==> config.mk <==
export PLATFORM = sky130hd
export DESIGN_NAME = fibo_seq_engine
export DESIGN_NICKNAME = d
export VERILOG_FILES = /design/src/rtl/fibo_seq_engine.sv
export SDC_FILE = /design/constraint.sdc
export NUM_CORES = 1
export LEC_CHECK = 0
export BUFFER_PORTS_ARGS = -buffer_cell sky130_fd_sc_hd__buf_2
export CORE_MARGIN = 10
export CORE_UTILIZATION = 48
export DETAILED_ROUTE_END_ITERATION = 12
export PLACE_DENSITY_LB_ADDON = 0.08
export SLEW_MARGIN = 10
export SYNTH_ARGS = -nofsm -noshare
export SYNTH_HDL_FRONTEND = slang
export SYNTH_SLANG_ARGS = --single-unit
==> constraint.sdc <==
create_clock -name Clk -period 3.2 [get_ports Clk]
set_input_delay 0.64 -clock Clk [delete_from_list [all_inputs] [get_ports Clk]]
set_output_delay 0.64 -clock Clk [all_outputs]
set_load 0.01 [all_outputs]
==> src/rtl/fibo_seq_engine.sv <==
// Fibonacci/Lucas-style sequence generator. It holds the term registers, adder, term
// counter and control FSM, and streams terms over a valid/ready handshake.
module fibo_seq_engine #(
   parameter int WIDTH = 8,
   parameter int CNT_W = 8
) (
   input  logic             Clk,
   input  logic             Rst_n,
   input  logic             start,
   input  logic             mode,
   input  logic             stop_on_ovf,
   input  logic [WIDTH-1:0] seed_a,
   input  logic [WIDTH-1:0] seed_b,
   input  logic [CNT_W-1:0] n_terms,
   input  logic             term_ready,
   output logic             term_valid,
   output logic [WIDTH-1:0] term,
   output logic [CNT_W-1:0] term_idx,
   output logic             busy,
   output logic             done,
   output logic             overflow
);

   localparam logic [1:0] S_IDLE   = 2'd0;
   localparam logic [1:0] S_EMIT   = 2'd1;
   localparam logic [1:0] S_UPDATE = 2'd2;
   localparam logic [1:0] S_DONE   = 2'd3;

   logic [1:0]       r_state;
   logic [WIDTH-1:0] r_a;
   logic [WIDTH-1:0] r_b;
   logic             r_aw;
   logic             r_bw;
   logic [CNT_W-1:0] r_k;
   logic [CNT_W-1:0] r_idx;
   logic             r_stop;
   logic             r_ovf;

   logic [WIDTH:0]   w_sum;
   logic             w_suppress;

   assign w_sum      = {1'b0, r_a} + {1'b0, r_b};
   assign w_suppress = r_aw & r_stop;

   always_ff @(posedge Clk) begin
      if (!Rst_n) begin
         r_state <= S_IDLE;
         r_a     <= '0;
         r_b     <= '0;
         r_aw    <= 1'b0;
         r_bw    <= 1'b0;
         r_k     <= '0;
         r_idx   <= '0;
         r_stop  <= 1'b0;
         r_ovf   <= 1'b0;
      end else begin
         case (r_state)
            S_IDLE: begin
               if (start) begin
                  r_a     <= mode ? seed_a : '0;
                  r_b     <= mode ? seed_b : WIDTH'(1);
                  r_aw    <= 1'b0;
                  r_bw    <= 1'b0;
                  r_k     <= n_terms;
                  r_idx   <= '0;
                  r_stop  <= stop_on_ovf;
                  r_ovf   <= 1'b0;
                  r_state <= (n_terms == '0) ? S_DONE : S_EMIT;
               end
            end
            S_EMIT: begin
               if (w_suppress) begin
                  r_state <= S_DONE;
               end else if (term_ready) begin
                  if (r_k == CNT_W'(1)) begin
                     r_state <= S_DONE;
                  end else begin
                     r_k     <= r_k - CNT_W'(1);
                     r_idx   <= r_idx + CNT_W'(1);
                     r_state <= S_UPDATE;
                  end
               end
            end
            S_UPDATE: begin
               // The flag moving into A is recorded as overflow here, so it is
               // already visible in the EMIT cycle that presents (or suppresses) it.
               r_a     <= r_b;
               r_aw    <= r_bw;
               r_b     <= w_sum[WIDTH-1:0];
               r_bw    <= w_sum[WIDTH] | r_aw | r_bw;
               r_ovf   <= r_ovf | r_bw;
               r_state <= S_EMIT;
            end
            default: begin
               r_state <= S_IDLE;
            end
         endcase
      end
   end

   assign term_valid = (r_state == S_EMIT) & ~w_suppress;
   assign term       = r_a;
   assign term_idx   = r_idx;
   assign busy       = (r_state == S_EMIT) | (r_state == S_UPDATE);
   assign done       = (r_state == S_DONE);
   assign overflow   = r_ovf;

endmodule

==> flow_summary.toml, run 1 <==
[detailed_routing]
wl_per_cell_um = 15.8
dr.pass1.iters = 4
drt-initial-drc-count = 115
drtAntennaViolNets = 0
wirelength_um = 5920
num_vias = 2131
drc = 0
viasPerCell = 5.68

[clock_network]
numCtsBuffers = 5
clock_path_buffers = 2
clk_pin_slew_ps = 80
h-tree-depth = 2
cts_setup_buffers = 0
cts_resized = 0
cts_root_buf = "clkbuf_8"
clkLatencyLatePin_ps = 290
cts_tree = "built"
cts.sinks = 38
holdBufCountCts = 0

[synthesis]
synth_cell_types = 56
synth_top_cell_area_share_pct = 33.4
yosysWarnings = 0
ys.flop_type = "dfxtp_1"
syn-num-nets = 324
synth_edf_count = 0
synthArstFlopShare_pct = 0
ys_ff_latch = 38
ys_top_cells_by_area = "dfxtp_1 (33%), ha_1 (8.3%), a21oi_1 (5.1%)"
syn_avg_cell_area_sq_um = 8.18
ys_seq_area_share_pct = 33.4
synthCells = 278
synth_area_sq_mm = 0.00227
synth.largest_area_cell = "dfxtp_1"

[timing]
totalNegativeSetupSlack_ps = 0
finalCriticalPeriod_ps = 2540
hold_violations = 0
relSlewSlack_pct = 44.8
worst_slew_pin_slew_ps = 827
max_freq_ghz = 0.394
rsz0062_at_grt = "false"
timing.final.crit_share_pct = 79.3
setup_viol = 0
worst_hold_slack_ps = 471
finalMaxSlewViolations = 0
clock_skew_ps = 4.18

[setup_path]
cp-start-kind = "flip-flop"
crit_type = "flip-flop to flip-flop"
required_ps = 3340
cp_max_fo = 22
worstSetupEndpointType = "flip-flop"
arrival_ps = 2680

[floorplan]
boundaryPins = 50
initial_utilization_pct = 50.8
rows = 24
coreArea_sq_mm = 0.00447
chipHeight_um = 88.8
die_w_um = 88.8
dieArea_sq_mm = 0.00789

[pwr]
powerDensity_mw_per_mm2 = 876
leakagePower_nw = 1.10
irDropWorstVdd_v = 0.000376

[place]
numPortBuffers = 49
gp_congestion = 0.838
placed_cell_area_sq_mm = 0.00253
dp_hpwl_um = 4340

[grt]
antenna_found_initial = 0
grt_pass1_vias = 2077
grt_use_total_pct = 15.8
top_usage_layer = "met1"
grt_pass1_wl_um = 9960
grt_use_met1_pct = 22.2
use_met2_pct = 22.1
grt_overflow_total = 0
grt_max_degree = 24
met3_usage_pct = 4.96

[outcome]
status = "complete, no violations"

[layout]
multi_input_area_sq_mm = 0.00138
stdcell_area_sq_mm = 0.00262
antenna_cells = 0
nNetsFinal = 368
drive_gt1_share_pct = 20.7
final_common_cell = "buf_2"
most-common-layout-cells = "buf_2 (49), dfxtp_1 (38), nor2_1 (27)"
fillers = 436
areaGrowthSynthToFinish_pct = 15.3
area.sequential_sq_um = 761

[flow_run]
max_cap_violations = 0

[min_path]
hold_class = "flip-flop to flip-flop"
registers in the layout, summed over array words and instances (netlist names):
signal	flops
r_k	8
term	8
term_idx	8
r_bw	1
r_state	2
r_stop	1
r_b	8
r_aw	1
overflow	1
area by class of cell:
class | instances | area share [%]
tap | 52 | 2.48
sequential | 38 | 29.0
timing repair buffer | 51 | 9.92
clock buffer | 7 | 3.29
clock inverter | 1 | 0.191
inverter | 17 | 2.43
multi-input combinational | 209 | 52.7
cell families (layout without fill, tap and decap cells):
group                      Yosys count  count (layout)  share of synthesized area, %
DFF                                 38              38                          33.4
and+or+nand+nor                     88              88                          18.6
xor gates and xnor gates            10              10                          3.85
muxes                                3               3                          1.38
AOI/OAI and AO/OA                   92              92                          27.8
adders and majority gates           16              16                          9.13
buffers and inverters               31              76                          5.78
through the flow:
stage | std cells | util, % | power, mW | setup WS [ps]
2_1_floorplan | 278 | - | 1.67 | 1240
3_3_place_gp | 367 | 56.6 | 1.94 | 789
3_5_place_dp | 367 | 56.6 | 1.95 | 705
4_1_cts | 375 | 58.6 | 2.30 | 701
5_1_grt | 375 | 58.6 | 2.52 | 442
6_report | 375 | 58.6 | 2.30 | 663
critical path, stage by stage, from the launching register on:
cell,delay (ps)
dfxtp_1,350
inv_1,110
ha_1,660
mux2_2,590
inv_1,300
a221oi_1,280
a211oi_1,80
report_power, final:
| part | switching, mW | total, mW | internal (mW) |
|---|---|---|---|
| Combinational | 0.729 | 1.22 | 0.487 |
| Clock | 0.172 | 0.346 | 0.174 |
| Sequential | 0.125 | 0.735 | 0.611 |
| Total | 1.03 | 2.30 | 1.27 |
metal layers:
metal	wire length [um]	share of wire [%]	up-vias
met4	72	1.2	0
met2	2400	40	47
met5	0	0	-
met3	378	6.4	7
li1	-	-	1104
met1	3080	52	973
final timing paths:
path	startpoint	end	slack, ps	cells after the start
hold / removal	r_stop$_SDFFE_PN0P_	r_stop$_SDFFE_PN0P_	470	2
setup / recovery	r_state[0]$_SDFFE_PN0P_	term[1]$_SDFFE_PN0P_	660	6
setup reg to reg	r_state[0]$_SDFFE_PN0P_	term[1]$_SDFFE_PN0P_	660	6
hold reg to reg	r_stop$_SDFFE_PN0P_	r_stop$_SDFFE_PN0P_	470	2
synth_stat cells, types with 3 or more instances:
library cell  count
inv_1            17
nor2b_1           4
a211oi_1         13
ha_1             15
nand3_1           9
clkbuf_1          8
nand2_1          19
nor2_1           27
o21ai_1           4
a21oi_1          23
o21ai_0          16
nor3_1           11
dfxtp_1          38
a21boi_0          3
a221oi_1          8
xnor2_1           8
o31a_1            3
(Power assumes the default switching activity.)
==> run 2: changes to the inputs <==
==> constraint.sdc (replaced) <==
create_clock -name Clk -period 2.6 [get_ports Clk]
set_input_delay 0.52 -clock Clk [delete_from_list [all_inputs] [get_ports Clk]]
set_output_delay 0.52 -clock Clk [all_outputs]
set_load 0.01 [all_outputs]
==> run 2 against run 1 <==
Register-to-register slack got worse by 230 ps. Sequential cell count unchanged. Combinational power increased by 25%. Critical path depth unchanged. Clock power increased by 19%. Hold slack got worse by 3.9 ps. Wire length increased by 2.6%. Critical endpoint is now r_k[0]$_SDFFE_PN0P_. Largest cell class unchanged. Maximum frequency increased by 17%. Power increased by 24%. Worst setup slack got worse by 230 ps. Non-clock buffer count increased by 2. Sequential power increased by 24%.
==> flow_summary.toml, run 2 (synthesis gave the netlist of run 1 again) <==
[clock_network]
numCtsBuffers = 5
cts_resized = 0
clkLatencyLatePin_ps = 290
clk_pin_slew_ps = 80
clock_path_buffers = 2
cts_tree = "built"
cts_root_buf = "clkbuf_8"
cts.sinks = 38
holdBufCountCts = 0
h-tree-depth = 2
cts_setup_buffers = 0

[place]
dp_hpwl_um = 4550
post-place-ws_ps = 459
dp.cells = 369
gp_congestion = 0.875
numPortBuffers = 49

[timing]
timing.final.crit_share_pct = 83.3
rsz0062_at_grt = "false"
clock_skew_ps = 2.77
setup_viol = 0
hold_violations = 0
setup_slack_ps = 433
relSlewSlack_pct = 45.0
max_freq_ghz = 0.462
worst_slew_pin_slew_ps = 824
worst_hold_slack_ps = 467
totalNegativeSetupSlack_ps = 0
finalMaxSlewViolations = 0
finalCriticalPeriod_ps = 2170

[floorplan]
chipHeight_um = 88.8
die_w_um = 88.8
boundaryPins = 50
initial_utilization_pct = 50.8
dieArea_sq_mm = 0.00789
coreArea_sq_mm = 0.00447
rows = 24

[setup_path]
worstSetupEndpointType = "flip-flop"
slowest_delay_ps = 430
slowest_stage = "or2_2"
cp_max_fo = 10
required_ps = 2780
reg2reg_slack_ps = 430
crit_type = "flip-flop to flip-flop"
arrival_ps = 2350
cp-start-kind = "flip-flop"
path_cells = "inv_1 > ha_1 > nand2_1 > or2_2 > and2_4 > o311a_1"

[detailed_routing]
top_layer_used = "met4"
wl_met3_um = 460
wl_met2_um = 2510
drc = 0
num_vias = 2138
wl_per_cell_um = 16.1
wirelength_um = 6070
viasPerCell = 5.67
wl_met1_um = 3050
drtAntennaViolNets = 0
drt-initial-drc-count = 107
dr.pass1.iters = 4

[grt]
grt_max_degree = 24
antenna_found_initial = 0
grt_overflow_total = 0
grt_pass1_vias = 2113
grt_pass1_wl_um = 10300
grt_use_total_pct = 16.2

[layout]
final_common_cell = "buf_2"
drive_gt1_share_pct = 21.5
nNetsFinal = 370
final_cells = 377
most-common-layout-cells = "buf_2 (49), dfxtp_1 (38), nor2_1 (27)"
utilization_pct = 58.9
antenna_cells = 0
areaGrowthSynthToFinish_pct = 16.0

[pwr]
powerDensity_mw_per_mm2 = 1080
leakagePower_nw = 1.10
irDropWorstVdd_v = 0.000415

[outcome]
status = "complete, no violations"

[flow_run]
max_cap_violations = 0

[min_path]
hold_class = "flip-flop to flip-flop"
-- run 2: changes by cell type in the layout (fill, tap and decap cells not counted) --
cell        previous run  this run
clkbuf_1               1         0
clkinvlp_4             0         1
buf_4                  2         4
clkbuf_8               6         5
clkinv_4               0         1
-- run 2: final cells by class --
class,instances,area (sq um)
Clock inverter,3,21.3
Multi-Input combinational cell,209,1380
Fill cell,425,1840
Sequential cell,38,761
Clock buffer,5,68.8
Tap cell,52,65.1
Timing Repair Buffer,53,275
Inverter,17,63.8
-- run 2: metal layers --
layer	GRT usage, %	up-vias
met5	0	-
met4	4.41	0
met3	5.24	6
met2	22.4	58
met1	23.3	963
li1	-	1111
-- run 2: worst paths after layout --
path,start,to,depth (start not counted)
worst max-delay path,r_state[0]$_SDFFE_PN0P_,r_k[0]$_SDFFE_PN0P_,6
worst min-delay path,r_stop$_SDFFE_PN0P_,r_stop$_SDFFE_PN0P_,2
worst max register to register,r_state[0]$_SDFFE_PN0P_,r_k[0]$_SDFFE_PN0P_,6
worst min register to register,r_stop$_SDFFE_PN0P_,r_stop$_SDFFE_PN0P_,2
-- run 2: worst max-delay path: cells and delay by family, from the launching register on --
family	cells	cell delay, ps
compound gates	1	330
fa+ha+maj	1	360
buf+inv	1	110
flops	1	360
simple gates	3	900
-- run 2: where the power goes --
part / internal (mW) / leakage (nW) / switching [mW]
Combinational: 0.619 / 0.748 / 0.910
Clock: 0.188 / 0.0441 / 0.225
Sequential: 0.751 / 0.312 / 0.158
-- run 2: through the flow --
step	total power, mW	area [sq um]
6_report	2.85	2640
2_1_floorplan	2.06	2270
5_1_grt	3.12	2640
4_1_cts	2.85	2640
3_5_place_dp	2.43	2550
3_3_place_gp	2.41	2550
